--- src/rtl/riscv_v_pkg.sv ---
// Shared constants and types for the vector reduction sequencer.
package riscv_v_pkg;

    localparam int unsigned RISCV_V_DATA_WIDTH       = 128;
    localparam int unsigned RISCV_V_NUM_VALID_OSIZES = 5;

    typedef enum logic [2:0] {
        Osize8   = 3'd0,
        Osize16  = 3'd1,
        Osize32  = 3'd2,
        Osize64  = 3'd3,
        Osize128 = 3'd4
    } osize_e;

    typedef enum logic [1:0] {
        StIdle,
        StIssue,
        StWait,
        StDone
    } reduct_state_t;

endpackage

--- src/rtl/riscv_v_reduct_pass_decode.sv ---
// Combinational per-pass control decode for the reduction sequencer.
module riscv_v_reduct_pass_decode #(
    parameter int unsigned NUM_OSIZES = 5,
    parameter int unsigned PASS_W     = 3
) (
    input  logic [PASS_W-1:0]     pass_cnt,
    input  logic [2:0]            sew,
    output logic                  is_reduct,
    output logic                  is_reduct_n,
    output logic [NUM_OSIZES-1:0] osize_vector,
    output logic [NUM_OSIZES-1:0] is_greater_osize_vector,
    output logic                  pass_last
);

    logic [PASS_W-1:0] last_pass;
    logic [PASS_W-1:0] work_osize;

    always_comb begin
        is_reduct               = 1'b0;
        is_reduct_n             = 1'b1;
        osize_vector            = '0;
        is_greater_osize_vector = '1;
        // Each pass halves the working width, so the final pass index is 4 - sew.
        last_pass               = PASS_W'(NUM_OSIZES - 1) - PASS_W'(sew);
        work_osize              = PASS_W'(NUM_OSIZES - 1) - pass_cnt;
        pass_last               = (pass_cnt == last_pass);

        if (pass_cnt != '0) begin
            is_reduct   = 1'b1;
            is_reduct_n = 1'b0;
            for (int k = 0; k < int'(NUM_OSIZES); k++) begin
                osize_vector[k]            = (k == int'(work_osize));
                is_greater_osize_vector[k] = (k >= 1) && (k <= int'(work_osize));
            end
        end
    end

endmodule

--- src/rtl/riscv_v_reduct_seq.sv ---
// Multi-pass vector reduction sequencer: issues passes to the ALU and feeds results back.
module riscv_v_reduct_seq
    import riscv_v_pkg::*;
#(
    parameter int unsigned DATA_WIDTH = RISCV_V_DATA_WIDTH,
    parameter int unsigned NUM_OSIZES = RISCV_V_NUM_VALID_OSIZES,
    parameter int unsigned PASS_W     = 3
) (
    input  logic                  clk,
    input  logic                  rst_n,
    input  logic                  req_valid,
    output logic                  req_ready,
    input  logic [2:0]            req_sew,
    input  logic                  kill,
    output logic                  alu_issue_valid,
    input  logic                  alu_issue_ready,
    input  logic                  alu_result_valid,
    input  logic [DATA_WIDTH-1:0] alu_result,
    output logic                  is_reduct,
    output logic                  is_reduct_n,
    output logic [NUM_OSIZES-1:0] osize_vector,
    output logic [NUM_OSIZES-1:0] is_greater_osize_vector,
    output logic [DATA_WIDTH-1:0] result_q,
    output logic                  done_valid,
    input  logic                  done_ready,
    output logic                  done_err,
    output logic                  busy
);

    reduct_state_t         state_q, state_d;
    logic [PASS_W-1:0]     pass_cnt_q, pass_cnt_d;
    logic [2:0]            sew_q, sew_d;
    logic                  err_q, err_d;
    logic [DATA_WIDTH-1:0] result_d;
    logic                  last_q, last_d;

    logic                  is_reduct_d, is_reduct_n_d;
    logic [NUM_OSIZES-1:0] osize_vector_d, is_greater_d;

    logic                  dec_is_reduct, dec_is_reduct_n, dec_last;
    logic [NUM_OSIZES-1:0] dec_osize, dec_greater;
    logic                  run_d;

    // Decode the pass about to run so the controls are registered alongside the state.
    riscv_v_reduct_pass_decode #(
        .NUM_OSIZES (NUM_OSIZES),
        .PASS_W     (PASS_W)
    ) u_pass_decode (
        .pass_cnt                (pass_cnt_d),
        .sew                     (sew_d),
        .is_reduct               (dec_is_reduct),
        .is_reduct_n             (dec_is_reduct_n),
        .osize_vector            (dec_osize),
        .is_greater_osize_vector (dec_greater),
        .pass_last               (dec_last)
    );

    always_comb begin
        state_d    = state_q;
        pass_cnt_d = pass_cnt_q;
        sew_d      = sew_q;
        err_d      = err_q;
        result_d   = result_q;

        if (kill) begin
            state_d    = StIdle;
            pass_cnt_d = '0;
        end else begin
            unique case (state_q)
                StIdle: begin
                    if (req_valid) begin
                        state_d    = StIssue;
                        pass_cnt_d = '0;
                        err_d      = (req_sew > Osize128);
                        sew_d      = (req_sew > Osize128) ? Osize128 : req_sew;
                    end
                end
                StIssue: begin
                    if (alu_issue_ready) begin
                        state_d = StWait;
                    end
                end
                StWait: begin
                    if (alu_result_valid) begin
                        result_d = alu_result;
                        if (last_q) begin
                            state_d = StDone;
                        end else begin
                            pass_cnt_d = pass_cnt_q + 1'b1;
                            state_d    = StIssue;
                        end
                    end
                end
                StDone: begin
                    if (done_ready) begin
                        state_d    = StIdle;
                        pass_cnt_d = '0;
                    end
                end
                default: state_d = StIdle;
            endcase
        end

        run_d          = (state_d == StIssue) || (state_d == StWait);
        is_reduct_d    = run_d ? dec_is_reduct : 1'b0;
        is_reduct_n_d  = run_d ? dec_is_reduct_n : 1'b1;
        osize_vector_d = run_d ? dec_osize : '0;
        is_greater_d   = run_d ? dec_greater : '1;
        last_d         = run_d ? dec_last : 1'b0;
    end

    always_ff @(posedge clk or negedge rst_n) begin
        if (!rst_n) begin
            state_q                 <= StIdle;
            pass_cnt_q              <= '0;
            sew_q                   <= '0;
            err_q                   <= 1'b0;
            result_q                <= '0;
            last_q                  <= 1'b0;
            is_reduct               <= 1'b0;
            is_reduct_n             <= 1'b1;
            osize_vector            <= '0;
            is_greater_osize_vector <= '1;
        end else begin
            state_q                 <= state_d;
            pass_cnt_q              <= pass_cnt_d;
            sew_q                   <= sew_d;
            err_q                   <= err_d;
            result_q                <= result_d;
            last_q                  <= last_d;
            is_reduct               <= is_reduct_d;
            is_reduct_n             <= is_reduct_n_d;
            osize_vector            <= osize_vector_d;
            is_greater_osize_vector <= is_greater_d;
        end
    end

    assign req_ready       = (state_q == StIdle);
    assign busy            = (state_q != StIdle);
    assign alu_issue_valid = (state_q == StIssue);
    assign done_valid      = (state_q == StDone);
    assign done_err        = (state_q == StDone) && err_q;

endmodule

--- config.mk ---
export PLATFORM = sky130hd
export DESIGN_NAME = riscv_v_reduct_seq
export DESIGN_NICKNAME = d
export VERILOG_FILES = /design/src/rtl/riscv_v_pkg.sv /design/src/rtl/riscv_v_reduct_pass_decode.sv /design/src/rtl/riscv_v_reduct_seq.sv
export SDC_FILE = /design/constraint.sdc
export NUM_CORES = 1
export LEC_CHECK = 0
export ABC_AREA = 1
export BUFFER_PORTS_ARGS = -buffer_cell sky130_fd_sc_hd__clkbuf_2
export CAP_MARGIN = 20
export CORE_ASPECT_RATIO = 1.2
export CORE_MARGIN = 3
export CORE_UTILIZATION = 46
export CTS_CLUSTER_DIAMETER = 80
export DETAILED_ROUTE_END_ITERATION = 16
export PLACE_DENSITY = 0.79
export SLEW_MARGIN = 20
export SYNTH_ARGS = -nofsm -noshare
export SYNTH_HDL_FRONTEND = slang
export SYNTH_SLANG_ARGS = --single-unit
--- constraint.sdc ---
create_clock -name clk -period 3 [get_ports clk]
set_clock_uncertainty 0.2 [all_clocks]
set_input_delay 0.15 -clock clk [delete_from_list [all_inputs] [get_ports clk]]
set_output_delay 0.15 -clock clk [all_outputs]
set_load 0.01 [all_outputs]
# --- Yosys cells after proc, flatten, opt, wreduce, memory -nomap -nowiden ---
# Index checks and enable logic that the tools add are counted.
classes:
  bitwise: 1
  n_lt_le_gt_ge: 5
  eq_ne: 10
  add_sub_neg: 3
  n_mux: 26
  reduce_logical: 8
ops:
  columns: ["cell", "n"]
  rows:
  - ["3-bit two-way mux", 9]
  - ["5-bit two-way mux", 4]
  - ["2-bit two-way mux", 6]
  - ["3-bit == test (first input constant)", 3]
  - ["3-bit one-hot mux with 3 select lines", 1]
  - ["2-bit one-hot mux with 4 select lines", 1]
  - ["2-bit == test (second input constant)", 3]
  - ["2-bit by 3-bit <= comparator with 1-bit output (first input constant)", 2]
  - ["3-bit AND reduction", 2]
  - ["3-bit subtractor (first input constant)", 2]
  - ["1-bit two-way mux", 5]
  - ["2-bit by 1-bit == test with 1-bit output (second input constant)", 2]
  - ["3-bit by 1-bit adder with 3-bit output (second input constant)", 1]
  - ["2-bit by 3-bit == test with 1-bit output (first input constant)", 1]
  - ["3-bit == test", 1]
  - ["3-bit > comparator (second input constant)", 1]
  - ["1-bit by 3-bit <= comparator with 1-bit output (first input constant)", 1]
  - ["3-bit <= comparator (first input constant)", 1]
  - ["3-bit zero test", 1]
  - ["3-bit nonzero test", 1]
  - ["2-bit zero test", 1]
  - ["2-bit nonzero test", 1]
  - ["1-bit logical AND", 1]
  - ["1-bit logical OR", 1]
  - ["1-bit inverter", 1]
word_totals:
  regBits: 150
  word_cells: 63

# --- Depth between registers and ports, before layout ---
logic_depth:
  ltp_word: 9
  depth_mapped: 14
  mapped_depth_nobuf: 14

# --- By module ---
# A second synthesis with hierarchy kept.
unflattened:
  hier_cells: 423
  area_unflattened_um2: 6606.3
by_module_without_submodules:
  columns: ["mod", "n_inst", "area_each_um2", "cells_each"]
  rows:
  - ["riscv_v_reduct_seq", 1, 6347.3, 378]
  - ["riscv_v_reduct_pass_decode", 1, 259.0, 45]

# --- Least setup slack after synthesis ---
# No wires, ideal clock.
synth_timing:
  path_kind: "register to register"
  startpoint: "register pass_cnt_q[0]"
  endpoint: "register is_greater_osize_vector[2]"
  synth_period_minus_slack_ns: 2.082
  path_buffers: 0
  stages_incl_launch_ff: 12
  path_slack_ns: 0.918
  arrival_time_ns: 1.795
  path_cell_list: "dfrtp_1 > ha_1 > inv_1 > nand3_1 > nand2_1 > nand3_1 > nand3_1 > ha_1 > ha_1 > inv_1 > nor2_1 > nand3_1"
synth_via:
  elab_chain_cells: 9
  elab_cells_between_ends: 12
synth_rtl:
  columns: ["element", "line", "rtl"]
  rows:
  - ["from (decl)", "riscv_v_reduct_seq.sv:31", "logic [PASS_W-1:0] pass_cnt_q, pass_cnt_d;"]
  - ["from (signal assigned)", "riscv_v_reduct_seq.sv:126", "pass_cnt_q <= pass_cnt_d;"]
  - ["3-bit by 1-bit adder with 3-bit output", "riscv_v_reduct_seq.sv:89", "pass_cnt_d = pass_cnt_q + 1'b1;"]
  - ["3-bit two-way mux", "riscv_v_reduct_seq.sv:86", "if (last_q) begin"]
  - ["3-bit two-way mux", "riscv_v_reduct_seq.sv:84", "if (alu_result_valid) begin"]
  - ["3-bit one-hot mux with 3 select lines (*)", "riscv_v_reduct_seq.sv:69", "unique case (state_q)"]
  - ["3-bit two-way mux (*)", "riscv_v_reduct_seq.sv:65", "if (kill) begin"]
  - ["3-bit subtractor", "riscv_v_reduct_pass_decode.sv:25", "work_osize = PASS_W'(NUM_OSIZES - 1) - pass_cnt;"]
  - ["2-bit by 3-bit <= comparator with 1-bit output", "riscv_v_reduct_pass_decode.sv:33", "is_greater_osize_vector[k] = (k >= 1) && (k <= int'(work_osize));"]
  - ["5-bit two-way mux (*)", "riscv_v_reduct_pass_decode.sv:28", "if (pass_cnt != '0) begin"]
  - ["5-bit two-way mux (*)", "riscv_v_reduct_seq.sv:108", "is_greater_d = run_d ? dec_greater : '1;"]
  - ["named net is_greater_d[2]", "riscv_v_reduct_seq.sv:38", "logic [NUM_OSIZES-1:0] osize_vector_d, is_greater_d;"]
  - ["to (signal assigned)", "riscv_v_reduct_seq.sv:134", "is_greater_osize_vector <= is_greater_d;"]
  - ["to (decl)", "riscv_v_reduct_seq.sv:22", "output logic [NUM_OSIZES-1:0] is_greater_osize_vector,"]
# Mark *: on every way through the listed nets, which the timed path passes. The rest lies on a longest branch.
# A chain may end at the register's enable or synchronous reset.

# --- Final worst setup path ---
layout_timing:
  startpoint: "register state_q[0]"
  endpoint: "register last_q"
layout_via:
  elab_chain_cells: 6
  elab_cells_between_ends: 20
layout_rtl:
  columns: ["element", "line", "rtl"]
  rows:
  - ["from (decl)", "riscv_v_reduct_seq.sv:30", "reduct_state_t state_q, state_d;"]
  - ["from (signal assigned)", "riscv_v_reduct_seq.sv:114", "state_q <= StIdle;"]
  - ["from (signal assigned)", "riscv_v_reduct_seq.sv:125", "state_q <= state_d;"]
  - ["2-bit zero test", "riscv_v_reduct_seq.sv:69", null]
  - ["3-bit two-way mux", "riscv_v_reduct_seq.sv:69", null]
  - ["3-bit two-way mux", "riscv_v_reduct_seq.sv:65", null]
  - ["named net sew_d[0]", "riscv_v_reduct_seq.sv:32", "logic [2:0] sew_q, sew_d;"]
  - ["3-bit subtractor", "riscv_v_reduct_pass_decode.sv:24", "last_pass = PASS_W'(NUM_OSIZES - 1) - PASS_W'(sew);"]
  - ["3-bit == test", "riscv_v_reduct_pass_decode.sv:26", "pass_last = (pass_cnt == last_pass);"]
  - ["1-bit two-way mux", "riscv_v_reduct_seq.sv:109", "last_d = run_d ? dec_last : 1'b0;"]
  - ["named net last_d", "riscv_v_reduct_seq.sv:35", "logic last_q, last_d;"]
  - ["to (signal assigned)", "riscv_v_reduct_seq.sv:130", "last_q <= last_d;"]
  - ["to (decl)", "riscv_v_reduct_seq.sv:35", null]
# The timed path passes the listed nets, and every way through them passes these cells.

==> flow_summary_export.csv <==
group,metric,value,unit
route,drc,0,
pwr,switching_share,0.3194,
grt,grt_antenna_before_repair,1,
synth,ys_seq_elements,149,
synth,synth.distinct_cells,20,
sta,fin_crit,2674,ps
layout,syn_to_final_growth,58.11,%
route,routedWlPerCell,19.40,µm
worst_setup_path,cp-start-kind,"flip-flop",
synth,postSynthCellCount,427,
cts,cts_hold_buffers,138,
pwr,switchingPower,2.169,mW
route,vias,5218,
route,ant_nets,0,
placed_design,io_buffers,282,
synth,yosys-top-cells-area,"dfrtp_1, mux2_2, buf_6, nand2_1, dfstp_2",
sta,max_freq,373.9,MHz
placed_design,hpwl,12010,µm
grt,grt_pass1_wl,29640,µm
route,finalWirelength,20060,µm
synth,yosys.area.top_type,"dfrtp_1",
synth,avgSynthCellArea,14.04,µm²
synth,synth_nets,573,
synth,ys.warnings.count,0,
cts,htree_levels,4,
floorplan,ios,283,
pwr,finalPower,6.792,mW
cts,clock-root-buffer,"clkbuf_16",
pwr,seq_power_share,0.425,
cts,cts_buffers,17,
job,cap_violations,0,
floorplan,start_util,0.4713,
floorplan,die_x,110.2,µm
layout,final_nets,1003,
outcome,status,"finished clean",
cts,cts_setup_buffers,0,
layout,mostFrequentLayoutCells,"clkbuf_2, dfrtp_1, dlygate4sd3_1",
floorplan,fp-row-count,45,
layout,drive_above_1_share,0.5282,
route,viasPerCell,5.046,
pwr,powerDensity,716.4,nW/µm²
grt,grt_usage,0.2774,
worst_setup_path,critPathMaxFanout,7,
sta,finalHoldViolCount,0,
layout,final_common_cell,"clkbuf_2",
grt,grt_overflow_total,0,
cts,cts_tree,"done",
placed_design,finalWeightedCongestion,0.9417,
sta,worst_pin_slew,629.3,ps
route,drtIter0Drc,168,
pwr,p_clk_frac,0.293,
pwr,p_int,4.623,mW
placed_design,placed_cell_area,7545,µm²
sta,rsz0062_at_grt,"false",
worst_setup_path,arrival,2820,ps
pwr,ir_drop,0.3216,mV
floorplan,core-area,12720,µm²
synth,yosysSeqAreaShare,0.6228,
worst_setup_path,required,3150,ps
worst_setup_path,end_kind,"flip-flop",
cts,clock_sinks,149,
worst_setup_path,worstSetupPathType,"flip-flop to flip-flop",
grt,grt_max_degree,68,
cts,clk_latency,410,ps
sta,setup_violations,0,
layout,final_util,0.7451,
synth,syn_area,5997,µm²
layout,fin_area,9482,µm²
worst_hold_path,hold_class,"input port to flip-flop",
sta,setup_tns,0,ps
cts,cts_buffer_depth,2,
grt,grt_pass1_vias,5614,
pwr,p_comb_frac,0.282,
sta,maxSlewHeadroom,0.5805,
cts,path_clk_slew,70,ps
route,drt-pass1-iter-count,4,
floorplan,die_h,131.1,µm
sta,post-route-period-util,0.8914,
cts,cts_resized,0,
pwr,leakagePower,5.067,nW
sta,maxSlewViolCount,0,
synth,synth_top_area_share,0.6009,
floorplan,dieArea,14450,µm²
cells by family after synthesis:
family / Yosys count / share of synthesized area
buf+inv: 50 / 0.04945
fa+ha+maj: 8 / 0.01669
mux: 128 / 0.2404
compound gates: 11 / 0.009390
flops: 149 / 0.6228
simple gates: 81 / 0.06134
per-layer routing:
| metal | GRT usage | part of all wire | vias up |
|---|---|---|---|
| met5 | 0 | 0 | - |
| met4 | 0.1986 | 0.066 | 0 |
| met3 | 0.09946 | 0.077 | 104 |
| met2 | 0.4757 | 0.52 | 291 |
| met1 | 0.2756 | 0.34 | 2526 |
| li1 | - | - | 2297 |
cell usage after synthesis:
master and instances:
a21oi_1 4, buf_4 1, buf_6 14, dfrtp_1 144
dfstp_2 5, ha_1 8, inv_1 33, inv_2 2
mux2_2 128, nand2_1 36, nand2_2 1, nand2_4 1
nand3_1 19, nand3_2 1, nand3b_1 1, nand4_1 2
nor2_1 18, nor2_4 2, o21ai_0 6, o22ai_1 1
flip-flops by register name, summed over array words and instances (netlist names):
signal and count:
pass_cnt_q 3, osize_vector 5, last_q 1, is_reduct 1, err_q 1, is_greater_osize_vector 5
result_q 128, state_q 2, sew_q 3
power groups by stage:
| stage | logic (mW) | registers [mW] | clock network, mW |
|---|---|---|---|
| after global placement | 1.64 | 2.83 | 0 |
| after global routing | 2.06 | 2.94 | 2.12 |
| final | 1.91 | 2.89 | 1.99 |
| after detailed placement | 1.69 | 2.88 | 0 |
| after CTS | 1.85 | 2.84 | 2.02 |
| after floorplan | 0.570 | 3.10 | 0 |
worst paths after layout:
| kind | start | to | slack [ps] | cells past startpoint |
|---|---|---|---|---|
| max | state_q[0] | last_q | 330 | 13 |
| min | req_valid | state_q[0] | 20 | 5 |
| max reg2reg | state_q[0] | last_q | 330 | 13 |
| min reg2reg | result_q[21] | result_q[21] | 310 | 1 |
| max in group asynchronous | rst_n | result_q[38] | 1500 | 4 |
| min in group asynchronous | rst_n | result_q[75] | 110 | 2 |
cell type report:
type | instances | area [µm²]
Sequential cell | 149 | 3735
Inverter | 35 | 131.4
Timing Repair Buffer | 426 | 2882
Fill cell | 766 | 3243
Clock inverter | 13 | 113.9
Antenna cell | 1 | 2.502
Tap cell | 164 | 205.2
Multi-Input combinational cell | 228 | 1973
Clock buffer | 18 | 439.2
worst max-delay path: stages, from the launching register on:
cell           delay, ps
dfrtp_1              450
nor2_1               390
nand4_1              130
dlygate4sd3_1        580
nand2_1              130
inv_1                 80
ha_1                 210
inv_1                 50
nand2_1               50
nand2_1               80
inv_1                 50
nand2_1               50
nand2_1               50
nor2_1               100
per-stage QoR:
step | hold WS (ps) | std cells | worst slack [ps]
5_1_grt | 59.03 | 1034 | 173.1
3_3_place_gp | -28.36 | 864 | 761.6
4_1_cts | 5.299 | 1033 | 380.1
2_1_floorplan | -345.6 | 427 | 918.1
3_5_place_dp | -13.70 | 864 | 620.7
6_report | 19.45 | 1034 | 325.8
Note: power is estimated with default switching activity, not from simulation.
